**src/rtl/speed_test_pkg.sv**
```systemverilog
// Shared definitions for the speed test frame checker.
//   - port_config field offsets and widths
//   - check_results field offsets and widths
//   - checker state enum
//   - ETHERTYPE_IPV4 and a MAC byte extraction helper
package speed_test_pkg;

   localparam int CFG_W              = 174;
   localparam int CFG_MAC_W          = 48;
   localparam int CFG_IP_W           = 32;
   localparam int CFG_LOCAL_MAC_LSB  = 0;
   localparam int CFG_REMOTE_MAC_LSB = 48;
   localparam int CFG_SRC_IP_LSB     = 96;
   localparam int CFG_DST_IP_LSB     = 128;
   localparam int CFG_LEN_LSB        = 160;
   localparam int CFG_LEN_W          = 11;
   localparam int CFG_RATE_LSB       = 171;
   localparam int CFG_RATE_W         = 3;

   localparam int RES_W          = 128;
   localparam int RES_BYTES_LSB  = 0;
   localparam int RES_BYTES_W    = 64;
   localparam int RES_GOOD_LSB   = 64;
   localparam int RES_GOOD_W     = 32;
   localparam int RES_ERR_LSB    = 96;
   localparam int RES_ERR_W      = 32;

   localparam logic [15:0] ETHERTYPE_IPV4 = 16'h0800;

   typedef enum logic [1:0] {
      ST_IDLE    = 2'd0,
      ST_RUNNING = 2'd1,
      ST_DRAIN   = 2'd2,
      ST_DONE    = 2'd3
   } checker_state_e;

   // Byte k of a MAC address in wire order (byte 0 = bits [47:40]).
   function automatic logic [7:0] mac_byte(input logic [47:0] mac, input logic [2:0] k);
      logic [7:0] b;
      case (k)
         3'd0:    b = mac[47:40];
         3'd1:    b = mac[39:32];
         3'd2:    b = mac[31:24];
         3'd3:    b = mac[23:16];
         3'd4:    b = mac[15:8];
         default: b = mac[7:0];
      endcase
      return b;
   endfunction

endpackage

```
**src/rtl/speed_test_frame_parser.sv**
```systemverilog
// Per-frame parser: tracks the byte index, the header match (destination MAC
// and EtherType) and, with SPEED_TEST_CHECKER_SEQ_EN, the sequence number.
// Emits a one-cycle verdict the cycle after each tlast beat.
// Ports:
//   clk, rst_n        clock, synchronous active-low reset
//   tdata..tuser      RX stream beat
//   start             test start pulse; marks any in-flight frame as ignored
//   local_mac,exp_len latched test config
//   busy              a counted frame has started and not yet ended
//   verdict_*         valid pulse, header match, good frame, frame length
module speed_test_frame_parser
   import speed_test_pkg::*;
#(
   parameter logic [15:0] ETHERTYPE   = ETHERTYPE_IPV4,
   parameter int          MIN_HDR_LEN = 14
) (
   input  logic        clk,
   input  logic        rst_n,
   input  logic [7:0]  tdata,
   input  logic        tvalid,
   input  logic        tlast,
   input  logic        tuser,
   input  logic        start,
   input  logic [47:0] local_mac,
   input  logic [10:0] exp_len,
   output logic        busy,
   output logic        verdict_valid,
   output logic        verdict_match,
   output logic        verdict_good,
   output logic [11:0] verdict_len
);

   logic [10:0] byte_idx;
   logic        in_frame;   // beats seen since the last tlast
   logic        skip;       // current frame began before the latest start
   logic        hdr_ok;     // header bytes matched so far
   logic        byte_ok;
   logic        hdr_now;
   logic        match_now;
   logic        good_now;
   logic        seq_ok;
   logic [11:0] frame_len;

   always_comb begin
      byte_ok = 1'b1;
      if (byte_idx < 11'd6)
         byte_ok = (tdata == mac_byte(local_mac, byte_idx[2:0]));
      else if (byte_idx == 11'd12)
         byte_ok = (tdata == ETHERTYPE[15:8]);
      else if (byte_idx == 11'd13)
         byte_ok = (tdata == ETHERTYPE[7:0]);
      hdr_now   = ((byte_idx == 11'd0) || hdr_ok) && byte_ok;
      frame_len = {1'b0, byte_idx} + 12'd1;
      match_now = hdr_now && (frame_len >= 12'(MIN_HDR_LEN));
      good_now  = match_now && !tuser && (frame_len == {1'b0, exp_len}) && seq_ok;
   end

   assign busy = !skip && (in_frame || tvalid);

`ifdef SPEED_TEST_CHECKER_SEQ_EN
   logic [31:0] seq_sr;
   logic [31:0] seq_exp;
   logic [31:0] seq_now;
   logic        seq_seen;
   logic        seq_long;

   always_comb begin
      // When tlast lands on byte 45 the last sequence byte is still on tdata.
      seq_now  = (byte_idx == 11'd45) ? {seq_sr[23:0], tdata} : seq_sr;
      seq_long = (frame_len >= 12'd46);
      seq_ok   = seq_long && (!seq_seen || (seq_now == seq_exp));
   end

   always_ff @(posedge clk) begin
      if (!rst_n) begin
         seq_sr   <= '0;
         seq_exp  <= '0;
         seq_seen <= 1'b0;
      end else begin
         if (tvalid && (byte_idx >= 11'd42) && (byte_idx <= 11'd45))
            seq_sr <= {seq_sr[23:0], tdata};
         if (start)
            seq_seen <= 1'b0;
         else if (tvalid && tlast && !skip && match_now && seq_long) begin
            seq_exp  <= seq_now + 32'd1;
            seq_seen <= 1'b1;
         end
      end
   end
`else
   assign seq_ok = 1'b1;
`endif

   always_ff @(posedge clk) begin
      if (!rst_n) begin
         byte_idx      <= '0;
         in_frame      <= 1'b0;
         skip          <= 1'b0;
         hdr_ok        <= 1'b0;
         verdict_valid <= 1'b0;
         verdict_match <= 1'b0;
         verdict_good  <= 1'b0;
         verdict_len   <= '0;
      end else begin
         verdict_valid <= 1'b0;
         if (tvalid) begin
            if (tlast) begin
               byte_idx      <= '0;
               in_frame      <= 1'b0;
               // A frame ending on the start cycle belongs to the old window.
               verdict_valid <= !skip && !start;
               verdict_match <= match_now;
               verdict_good  <= good_now;
               verdict_len   <= frame_len;
            end else begin
               if (byte_idx != 11'h7FF)
                  byte_idx <= byte_idx + 11'd1;
               in_frame <= 1'b1;
               hdr_ok   <= hdr_now;
            end
         end
         if (start)
            skip <= tvalid ? !tlast : in_frame;
         else if (tvalid && tlast)
            skip <= 1'b0;
      end
   end

endmodule

```
**config.mk**
```make
export PLATFORM = sky130hd
export DESIGN_NAME = speed_test_frame_parser
export DESIGN_NICKNAME = d
export VERILOG_FILES = /design/src/rtl/speed_test_pkg.sv /design/src/rtl/speed_test_frame_parser.sv
export SDC_FILE = /design/constraint.sdc
export NUM_CORES = 1
export LEC_CHECK = 0
export ABC_CLOCK_PERIOD_IN_PS = 3410
export CAP_MARGIN = 30
export CORE_MARGIN = 2
export CORE_UTILIZATION = 41
export CTS_BUF_LIST = sky130_fd_sc_hd__clkbuf_4
export DETAILED_ROUTE_END_ITERATION = 8
export PLACE_DENSITY = 0.76
export SLEW_MARGIN = 20
export SYNTH_ARGS = -nofsm -noshare
export SYNTH_HDL_FRONTEND = slang
export SYNTH_SLANG_ARGS = --single-unit
export TNS_END_PERCENT = 5
```
**constraint.sdc**
```tcl
create_clock -name clk -period 3.41 [get_ports clk]
set_input_delay 0.341 -clock clk [delete_from_list [all_inputs] [get_ports clk]]
set_output_delay 0.341 -clock clk [all_outputs]
set_load 0.02 [all_outputs]
```
* After elaboration in Yosys (flattened, before gate mapping)
Index checks and enable logic that the tools add are counted.
Storage, ports and cells: bits in registers 29
Cells by class: $add $sub $neg 2, magnitude comparators 2, equality and inequality tests 10, multiplexer cells 11, bitwise operators 1, reduce and logical (&&, ||, !) cells 22
Operator list (number):
- $pmux W8 S5 | 1
- $eq A11 B4 Y1 const B | 2
- $mux W11 | 2
- $add A11 B1 Y12 const B | 1
- $eq A12 B11 Y1 | 1
- $ge A12 B4 Y1 const B | 1
- $add A11 B1 Y11 const B | 1
- $logic_not A11 Y1 | 1
- $lt A11 B3 Y1 const B | 1
- $ne A11 B11 Y1 const B | 1
- $eq A8 B4 Y1 const B | 1
- $eq A8 B8 Y1 | 1
- $logic_not A8 Y1 | 1
- $mux W8 | 1
- $logic_and A1 B1 Y1 | 7
- $mux W1 | 7
- $eq A3 B2 Y1 const B | 2
- $reduce_and A2 Y1 | 3
- $logic_not A1 Y1 | 4
- $reduce_bool A2 Y1 | 2
- $eq A3 B1 Y1 const B | 1
- $eq A3 B3 Y1 const B | 1
- $logic_not A3 Y1 | 1
- $reduce_and A3 Y1 | 1
- 2 further kinds | 3

* Longest topological paths before layout
Gate-level depths: netlist (run 1).
depth after elaboration 9, gate-level depth with buffers 12, gate-level depth less buffers 9

* Worst setup path before layout (run 1)
Ideal clock, no wire load.
kind reg2reg, start register byte_idx[0], end register hdr_ok, setup time 74 ps, arrival time 2404 ps, data required time 3336 ps, setup slack 932 ps, cell stages (with the launch flop) 12, path buffers 2, period minus slack after synthesis 2478 ps, cell sequence dfxtp_1 -> buf_2 -> inv_1 -> ha_1 -> buf_2 -> a222oi_1 -> a21oi_1 -> a211oi_1 -> mux2_2 -> nor4_2 -> o2111ai_1 -> a31oi_1
Between the ends: word-level cells in the longest chain between the ends 6, elaborated cells on any way between the ends 17, those cells by class order compare (1); eq/ne (7); mux (5); reduce/logical (4)
RTL lines:
- start: declaration | RTL line speed_test_frame_parser.sv:33 | logic [10:0] byte_idx;
- start signal: assignment | RTL line speed_test_frame_parser.sv:117 | byte_idx <= byte_idx + 11'd1;
- $eq A3 B3 Y1, or another cell as far along | RTL line speed_test_pkg.sv:40 | case (k)
- $pmux W8 S5 | RTL line speed_test_pkg.sv:40
- $mux W8 | RTL line speed_test_frame_parser.sv:46 | if (byte_idx < 11'd6)
- $eq A8 B8 Y1 | RTL line speed_test_frame_parser.sv:47 | byte_ok = (tdata == mac_byte(local_mac, byte_idx[2:0]));
- $mux W1 | RTL line speed_test_frame_parser.sv:46
- $logic_and A1 B1 Y1 (*) | RTL line speed_test_frame_parser.sv:52 | hdr_now = ((byte_idx == 11'd0) || hdr_ok) && byte_ok;
- end signal: assignment | RTL line speed_test_frame_parser.sv:119 | hdr_ok <= hdr_now;
- end: declaration | RTL line speed_test_frame_parser.sv:36 | logic hdr_ok;
Every way passes the cells marked *; elsewhere a longest branch is shown, timed or not. The select of a mux whose other input is x is not followed. A chain may end at the register's enable or synchronous reset.

* Final worst setup path (run 1)
Same ends and word-level chain as after synthesis.

==> out/results.ini, run 1 <==
[outcome]
status=finished, final reports clean

[power_and_ir_drop]
p_per_area_nw_per_um2=274
ir_drop_mv=0.301
leakage_nw=1.24

[sta]
fin_crit_sh=0.870
setup_tns_ns=0
finClkSkew_ns=0.00960
final-hold-violation-count=0
setup_viol=0
worstMarginPinSlew_ns=0.659
clock.fmax_mhz=337
rsz0062_at_grt=false
final_max_slew_viol_count=0
period_needed_ns=2.97
relSlewSlack=0.559

[cts]
clkSinkCount=29
cts_hold_buffers=0
cts_root_buffer=clkbuf_4
post_cts_resized=0
path_clk_slew_ns=0.10
cts_tree=built
cts_max_level=2
numCtsBuffers=5
clock_path_buffers=2
clk_latency_ns=0.33
cts_setup_buffers=0

[placed_design]
io_buffers=88
place_hpwl_um=5710
gp_congestion=0.900

[min_path]
min_from=skip
hold_path_depth=1
hold_class=reg2reg

[detailed_routing]
drt_iter0_markers=104
drc=0
wl_um=7310
postRouteAntennaNets=0
dr_total_vias=2501
avgRoutedWirePerCell_um=16.8
via_per_inst=5.75
drt-pass1-iter-count=4

[setup_path]
crit_chain=ha_1 > ha_1 > nor2_1 > and2_1 > a211oi_1 > mux2_2 > nor4_2 > o2111ai_1 > a31oi_1
critPathKind=reg2reg
cp_data_required_time_ns=3.67
worstRegToRegCells=9
cp-end-kind=register
crit_top_cell=ha_1
critPathLaunchType=register
path_max_fanout=10
worstPathArrival_ns=3.23
r2r_start=byte_idx[0]
critPathLaunch=byte_idx[0]
critPathSlowestCell=dfxtp_1
cpPeakStageDelay_ns=0.51

[logic_synthesis]
netlist_instances=284
seq_area_frac_synth=0.258
synth_edf_count=0
synth_adder_area_share=0.0278
synth_area_um2=2250
synth_fp_nets=362
synth-seq-cells=29
synth_top_family_by_area=compound AO/OA/AOI/OAI gates
synth_cell_types=57
synth_ff_type=dfxtp_1
async_reset_ff_frac=0
yosysWarnings=0
yosys.area_share.simple=0.233
syn_avg_cell_area_um2=7.91
synth_mux_area_frac=0.0278
synth_xor_area_frac=0.0818
synth_compound_area_frac=0.307

[global_route]
grt_max_degree=24
grt_pass1_vias=2446
globalRouteOverflowTotal=0
groute.usage.overall=0.233
grt_pass1_wl_um=11400
grt_antenna_before_repair=0

[floorplanning]
die_w_um=78.0
start_util=0.432
die_area_um2=6090
core.rowCount=26
core_area_um2=5200
ios=89
dieHeight_um=78.0

[final_layout]
seq_area_um2=581
multiInputGateArea_um2=1520
layout-drive-gt1-share=0.0521
area_growth_pct=43.2
utilization=0.618
n_antenna_cell=0
fill_cells=485
fin_nets=442

[flow_run]
max_cap_viol_count=0

==> through the flow <==
stage	power, W	instances	cell area (um2)	hold slack [ns]	setup slack (ns)
final	0.000881	435	3220	0.465	0.444
after global routing	0.000925	435	3220	0.482	0.233
after CTS	0.000890	435	3220	0.467	0.471
after detailed placement	0.000605	427	3140	0.450	0.488
after global placement	0.000604	427	3140	0.442	0.641
after floorplan	0.000473	284	2250	0.417	0.932
==> per-layer routing <==
| layer | part of all wire | track usage | vias to the layer above |
|---|---|---|---|
| li1 | - | - | 1219 |
| met1 | 0.41 | 0.267 | 1146 |
| met2 | 0.47 | 0.402 | 116 |
| met3 | 0.093 | 0.0678 | 20 |
| met4 | 0.027 | 0.105 | 0 |
| met5 | 0 | 0 | - |
==> state kept, by name, summed over array words and instances (netlist names) <==
| signal | count |
|---|---|
| verdict_match | 1 |
| in_frame | 1 |
| verdict_valid | 1 |
| verdict_good | 1 |
| byte_idx | 11 |
| skip | 1 |
| verdict_len | 12 |
| hdr_ok | 1 |
==> logic make-up (layout without fill, tap and decap cells) <==
group                      Yosys count  after routing
and+or+nand+nor                    102            102
AOI/OAI and AO/OA                   91             91
buffers and inverters               30            111
DFF                                 29             29
xor gates and xnor gates            21             21
muxes                                6              6
adders and majority gates            5              5
==> cells in the mapped netlist, types with 3 or more instances <==
library cell | number | area [um2]
o211a_1 | 10 | 100
ha_1 | 5 | 62.6
a21boi_0 | 8 | 60.1
a31oi_1 | 4 | 25.0
xnor2_1 | 12 | 105
nor2_1 | 20 | 75.1
a22oi_1 | 5 | 37.5
a21oi_1 | 10 | 50.1
nand2b_1 | 4 | 25.0
nor4_1 | 4 | 25.0
o22ai_1 | 5 | 31.3
inv_1 | 12 | 45.0
and2_1 | 4 | 25.0
nand3_1 | 8 | 40.0
dfxtp_1 | 29 | 581
nand4_1 | 4 | 25.0
a32oi_1 | 3 | 26.3
clkbuf_1 | 7 | 26.3
nor2b_1 | 4 | 25.0
buf_2 | 7 | 35.0
xor2_1 | 9 | 78.8
o21ai_0 | 11 | 55.1
a211oi_1 | 5 | 37.5
nor3b_1 | 3 | 22.5
nor3_1 | 10 | 50.1
a222oi_1 | 4 | 40.0
o211ai_1 | 3 | 22.5
nand2_1 | 29 | 109
a21o_1 | 3 | 22.5
mux2i_1 | 4 | 40.0
o21bai_1 | 3 | 22.5
==> path summary, 6_finish.rpt <==
kind | end | slack [ns]
max | hdr_ok | 0.44
min | verdict_valid | 0.47
max reg2reg | hdr_ok | 0.44
min reg2reg | verdict_valid | 0.47
==> power by group <==
group | internal [W] | switching (W)
registers | 0.000349 | 0.00000748
logic | 0.000138 | 0.000104
clock network | 0.000160 | 0.000121
==> worst max-delay path, delay by kind of cell (launching register included) <==
family                   cells  cell delay (ns)
AND/OR/NAND/NOR              3             0.69
AO/OA/AOI/OAI                3             0.67
adder cells (fa/ha/maj)      2             0.65
flip-flops                   1             0.51
multiplexers                 1             0.38
==> layout by cell type (no fill, tap or decap), drive strengths merged, types with 5 or more instances in the layout <==
| cell type | instances |
|---|---|
| o21ai | 12 |
| nand3 | 9 |
| a211oi | 5 |
| clkdlybuf4s50 | 88 |
| xnor2 | 12 |
| inv | 12 |
| clkbuf | 6 |
| a21boi | 8 |
| a22oi | 5 |
| nor3 | 11 |
| nor2 | 20 |
| a21oi | 10 |
| o22ai | 5 |
| xor2 | 9 |
| o211a | 10 |
| ha | 5 |
| dfxtp | 29 |
| nor4 | 6 |
| nand2 | 29 |
==> layout make-up <==
class,instances,share of cell area
Multi-Input combinational cell,225,0.473
Clock buffer,6,0.0140
Sequential cell,29,0.180
Timing Repair Buffer,91,0.281
Tap cell,70,0.0272
Inverter,12,0.0140
Clock inverter,2,0.0105
No activity file was read; power rests on OpenSTA's default activity.
==> run 2: changes to the inputs <==
ABC_AREA = 1   (was not set)
CORE_ASPECT_RATIO = 1.5   (was not set)
CTS_CLUSTER_SIZE = 24   (was not set)
==> run 2 against run 1 <==
  * Clock skew about the same
  * Critical endpoint unchanged
  * Power is 12% lower
  * Fmax is 20% higher
  * Synthesized cell count increased by 38%
  * Die area about the same
  * Register-to-register slack gained 0.49 ns
  * Critical path type unchanged
  * Area after synthesis shrank 0.22%
  * Sequential power fell by 2%
==> out/results.ini, run 2 <==
[cts]
cts_max_level=2  ; unchanged
clk_latency_ns=0.33  ; about the same
numCtsBuffers=5  ; unchanged
cts_root_buffer=clkbuf_4
path_clk_slew_ns=0.10  ; about the same
cts_tree=built
post_cts_resized=0  ; unchanged
clkSinkCount=29  ; unchanged
clock_path_buffers=2  ; unchanged
cts_hold_buffers=0  ; unchanged
cts_setup_buffers=0  ; unchanged

[logic_synthesis]
yosysWarnings=0  ; unchanged
synth_cell_types=27  ; -53%
synth_top_area_cell=dfxtp_1
synth_area_um2=2240  ; -0.22%
synth_compound_area_frac=0.0843  ; -0.223
synth_top_area_frac=0.259  ; +0.000577
synth_fp_nets=470  ; +30%
synth_edf_count=0  ; unchanged
syn_avg_cell_area_um2=5.72  ; -28%
synth_xor_area_frac=0.00391  ; -0.0779
synth_top_family_by_area=simple AND/OR/NAND/NOR gates
synth_mux_area_frac=0  ; -0.0278
seq_area_frac_synth=0.259  ; +0.000577
synth_common_cells=nand2_1, nand3_1, inv_1, dfxtp_1, nor2_1
synth-seq-cells=29  ; unchanged
synth_ff_type=dfxtp_1
netlist_instances=392  ; +38%
yosys.area_share.simple=0.523  ; +0.290
synth_adder_area_share=0.0279  ; +0.0000621
synth_area_leaders=dfxtp_1, nand2_1, nand3_1
async_reset_ff_frac=0  ; unchanged
yosysMostFrequentCell=nand2_1

[setup_path]
critPathLaunchType=register
critPathKind=reg2reg
worstRegToRegCells=14  ; +5
cp_data_required_time_ns=3.68  ; about the same
worstPathArrival_ns=2.74  ; -0.49 ns
cp-end-kind=register
path_max_fanout=12  ; +2

[final_layout]
layout_common_cells=nand2_1, clkdlybuf4s50_1, nand3_1
reg.largest.list=verdict_len (12), byte_idx (11)
multiInputGateArea_um2=1430  ; -5.9%
n_antenna_cell=0  ; unchanged
fill_cells=538  ; +11%
layout-drive-gt1-share=0.0498  ; -0.00226
top_register=verdict_len
area_growth_pct=43.7
fin_nets=559  ; +26%
seq_area_um2=581  ; unchanged
largest_reg_flops=12  ; unchanged
final_common_cell=nand2_1

[global_route]
globalRouteOverflowTotal=0  ; unchanged
grt_max_degree=17  ; -29%
grt_antenna_before_repair=0  ; unchanged
groute.usage.overall=0.253  ; +0.0201
grt_pass1_wl_um=12000  ; +5.6%
grt_pass1_vias=2649  ; +8.3%

[detailed_routing]
drt-pass1-iter-count=4  ; unchanged
avgRoutedWirePerCell_um=13.5  ; -19%
drc=0  ; unchanged
postRouteAntennaNets=0  ; unchanged
dr_total_vias=2796  ; +12%
drt_iter0_markers=127  ; +22%
wl_um=7470  ; +2.2%
via_per_inst=5.07  ; -12%

[sta]
worstMarginPinSlew_ns=0.481  ; -0.178 ns
final_max_slew_viol_count=0  ; unchanged
relSlewSlack=0.679  ; +0.120
clock.fmax_mhz=403  ; +20%
finClkSkew_ns=0.00938  ; -0.000220 ns
setup_viol=0  ; unchanged
rsz0062_at_grt=false
whs_ns=0.454  ; -0.0117 ns
final-hold-violation-count=0  ; unchanged
period_needed_ns=2.48  ; -0.487 ns
setup_tns_ns=0  ; unchanged
fin_crit_sh=0.727  ; -0.143

[floorplanning]
start_util=0.418  ; -0.0140
die_w_um=64.4  ; -17%
dieHeight_um=94.6  ; +21%
ios=89  ; unchanged
core.rowCount=33  ; +27%
die_area_um2=6090  ; about the same
core_area_um2=5370  ; +3.1%

[min_path]
hold_class=reg2reg
hold_path_depth=1  ; unchanged

[outcome]
status=finished, final reports clean

[placed_design]
place_hpwl_um=5890  ; +3.1%
io_buffers=88  ; unchanged
gp_congestion=0.907  ; +0.80%

[power_and_ir_drop]
ir_drop_mv=0.277  ; -8.1%
p_per_area_nw_per_um2=240  ; -12%
leakage_nw=1.46  ; +18%

[flow_run]
max_cap_viol_count=0  ; unchanged

[run 2: kinds of logic after synthesis]
| kind of cell | Yosys count |
|---|---|
| compound gates | 35 |
| buf+inv | 54 |
| xor+xnor | 1 |
| fa+ha+maj | 5 |
| flops | 29 |
| simple gates | 268 |
[run 2: worst max-delay path, stage by stage (launching register included)]
cell and delay, ns:
dfxtp_1 0.45, inv_1 0.21, ha_1 0.47, inv_1 0.13
nor2_2 0.34, nand2_1 0.14, nand4_1 0.12, nand2_1 0.06
inv_1 0.05, nand2_1 0.05, nor2_1 0.08, nand2_1 0.06
nand2_1 0.08, nand2_1 0.07, a21oi_1 0.11
[run 2: layout make-up]
type                       count  area share
multi-input combinational    309       0.444
timing repair buffer          89       0.276
sequential                    29       0.180
inverter                      47      0.0555
tap                           70      0.0272
clock buffer                   6      0.0140
clock inverter                 2     0.00311
[run 2: power breakdown]
group / switching (W) / total, W / internal, W
clock: 0.000127 / 0.000214 / 0.0000864
sequential: 0.00000550 / 0.000349 / 0.000344
combinational: 0.0000980 / 0.000211 / 0.000113
[run 2: path summary, 6_finish.rpt]
path | startpoint | endpoint | slack [ns]
min | skip | verdict_valid | 0.45
max reg2reg | byte_idx[0] | hdr_ok | 0.93
max | byte_idx[0] | hdr_ok | 0.93
min reg2reg | skip | verdict_valid | 0.45
[run 2: per-layer routing]
layer	GRT usage	share of wire	routed length, um
met1	0.269	0.38	2850
met3	0.0393	0.055	411
met5	0	0	0
met4	0.129	0.046	344
met2	0.477	0.52	3860
[run 2: metrics by stage]
| stage | power [W] | setup WS [ns] | cell area, um2 | instances | utilization |
|---|---|---|---|---|---|
| detailed placement | 0.000566 | 0.989 | 3170 | 544 | 0.590 |
| floorplan | 0.000449 | 1.49 | 2240 | 392 | - |
| global placement | 0.000564 | 1.02 | 3170 | 544 | 0.590 |
| global route | 0.000819 | 0.643 | 3220 | 552 | 0.600 |
| CTS | 0.000778 | 0.959 | 3220 | 552 | 0.600 |
| finish | 0.000773 | 0.931 | 3220 | 552 | 0.600 |
==> run 3: changes to the inputs <==
ABC_CLOCK_PERIOD_IN_PS = 2500   (was 3410)
clock period = 2.5 ns   (was 3.41 ns; I/O delays follow)
==> run 3 against run 2 <==
  * Clock-buffer cell count unchanged
  * Design area increased by 1.3%
  * Global-route usage increased by 0.061 points
  * Sequential power increased by 36%
  * Wire length increased by 1.1%
  * Critical path type unchanged
  * Critical endpoint is now verdict_match
  * Die area unchanged
  * Clock skew increased by 0.0031 ns
  * Worst setup slack got worse by 0.70 ns
  * First-iteration DRC count increased by 13%
  * Fmax increased by 9.1%
  * Via count increased by 1.9%
==> out/results.ini, run 3 (same netlist as run 2, synthesis figures left out) <==
[outcome]
status=finished, final reports clean

[setup_path]
path_max_fanout=9  ; -3
cp_data_required_time_ns=2.78  ; -0.90 ns
critPathLaunchType=register
worstPathArrival_ns=2.55  ; -0.19 ns
cp-end-kind=register
critPathSlowestCell=dfxtp_1
critPathKind=reg2reg
crit_top_cell=nand2_1
cpPeakStageDelay_ns=0.38  ; -0.09 ns
crit_chain=ha_1 > ha_1 > nor2_2 > nand4_1 > nand3_1 > nand2_1 > nand2_1 > nand2_1 > nor2_1 > nand2_1 > nand2_1 > nand2_1 > o21ai_1

[detailed_routing]
drc=0  ; unchanged
wl_um=7560  ; +1.1%
drt-pass1-iter-count=4  ; unchanged
postRouteAntennaNets=0  ; unchanged
drt_iter0_markers=144  ; +13%
dr_total_vias=2848  ; +1.9%
avgRoutedWirePerCell_um=13.6  ; +0.77%
via_per_inst=5.14  ; +1.5%

[cts]
clkSinkCount=29  ; unchanged
clock_path_buffers=2  ; unchanged
cts_tree=built
clk_latency_ns=0.34  ; about the same
cts_max_level=2  ; unchanged
path_clk_slew_ns=0.11  ; about the same
numCtsBuffers=5  ; unchanged
cts_root_buffer=clkbuf_4

[final_layout]
final_cell_area_um2=3260  ; +1.3%
layout_common_cells=nand2_1, clkdlybuf4s50_1, nand3_1
area_growth_pct=45.6
top_register=verdict_len
reg.largest.list=verdict_len (12), byte_idx (11)
largest_reg_flops=12  ; unchanged
final_common_cell=nand2_1
n_antenna_cell=0  ; unchanged
layout-drive-gt1-share=0.0537  ; +0.00393
fin_nets=561  ; +0.36%

[placed_design]
place_hpwl_um=6070  ; +3.2%
io_buffers=88  ; unchanged
post_dp_cell_area_um2=3180  ; +0.47%
gp_congestion=0.956  ; +5.4%

[floorplanning]
core.rowCount=33  ; unchanged
core_area_um2=5370  ; unchanged
ios=89  ; unchanged
dieHeight_um=94.6  ; unchanged
die_area_um2=6090  ; unchanged
die_w_um=64.4  ; unchanged
start_util=0.418  ; unchanged

[power_and_ir_drop]
leakage_nw=1.47  ; +1.2%
ir_drop_mv=0.441  ; +59%
p_clk_frac=0.337  ; +0.061
power.switching_w=0.000316  ; +37%
internal_power_w=0.000844  ; +56%
swShare=0.272  ; -0.0264
p_comb_frac=0.254  ; -0.018
seqPwrFrac=0.409  ; -0.042
p_per_area_nw_per_um2=355  ; +48%

[global_route]
grt_antenna_before_repair=0  ; unchanged
grt_pass1_wl_um=12200  ; +0.85%
grt_pass1_vias=2683  ; +1.3%
grt_max_degree=17  ; unchanged
globalRouteOverflowTotal=0  ; unchanged
groute.usage.overall=0.254  ; +0.000615

[sta]
final-hold-violation-count=0  ; unchanged
final_max_slew_viol_count=0  ; unchanged
fin_crit_sh=0.909  ; +0.182
finClkSkew_ns=0.0125  ; +0.00307 ns
worstMarginPinSlew_ns=0.498  ; +0.0172 ns
relSlewSlack=0.668  ; -0.0115
rsz0062_at_grt=false
setup_tns_ns=0  ; unchanged
period_needed_ns=2.27  ; -0.207 ns
setup_viol=0  ; unchanged
clock.fmax_mhz=440  ; +9.1%

[min_path]
hold_class=reg2reg

[flow_run]
max_cap_viol_count=0  ; unchanged

run 3: cell type report:
type	instances	area [um2]
sequential	29	581
tap	70	87.6
fill	555	2100
inverter	47	179
multi-input combinational	309	1440
clock buffer	6	45.0
clock inverter	2	33.8
timing repair buffer	91	903
run 3: what timing repair did:
action | CTS | global route
endpoints found under the setup margin | 0 | 3
hold buffers | 0 | 0
buffers inserted | 0 | 0
resized for setup | 0 | 1
run 3: worst paths after layout:
kind                                   from            end  slack, ns  cells after the start
worst max register to register  byte_idx[0]  verdict_match       0.23                     13
worst min register to register         skip  verdict_valid       0.46                      1
worst max-delay path            byte_idx[0]  verdict_match       0.23                     13
worst min-delay path                   skip  verdict_valid       0.46                      1
run 3: worst max-delay path: cells and delay by family, from the launching register on:
family                   cells  cell delay (ns)
adder cells (fa/ha/maj)      2             0.65
AND/OR/NAND/NOR             10             1.07
flip-flops                   1             0.38
AO/OA/AOI/OAI                1             0.12
run 3: power by group through the flow:
stage                     combinational (W)  sequential (W)  clock (W)
after floorplan                    0.000128        0.000485          0
after global placement             0.000287        0.000484          0
after detailed placement           0.000290        0.000485          0
after CTS                          0.000292        0.000474   0.000391
after global routing               0.000324        0.000475   0.000410
final                              0.000294        0.000475   0.000391
run 3: per-layer routing:
metal,global-route usage,vias to the layer above,wire length [um]
met5,0,-,0
met4,0.149,0,409
met3,0.0393,24,486
met2,0.475,114,3750
met1,0.264,1256,2910
li1,-,1454,-
run 3: metrics by stage:
stage	util	setup WS (ns)	cells	total power (W)	hold WS (ns)
3_5_place_dp	0.593	0.212	546	0.000775	0.447
6_report	0.608	0.228	554	0.00116	0.457
2_1_floorplan	-	0.583	392	0.000613	0.327
3_3_place_gp	0.593	0.305	546	0.000771	0.436
4_1_cts	0.608	0.190	554	0.00116	0.456
5_1_grt	0.608	0.0292	554	0.00121	0.491
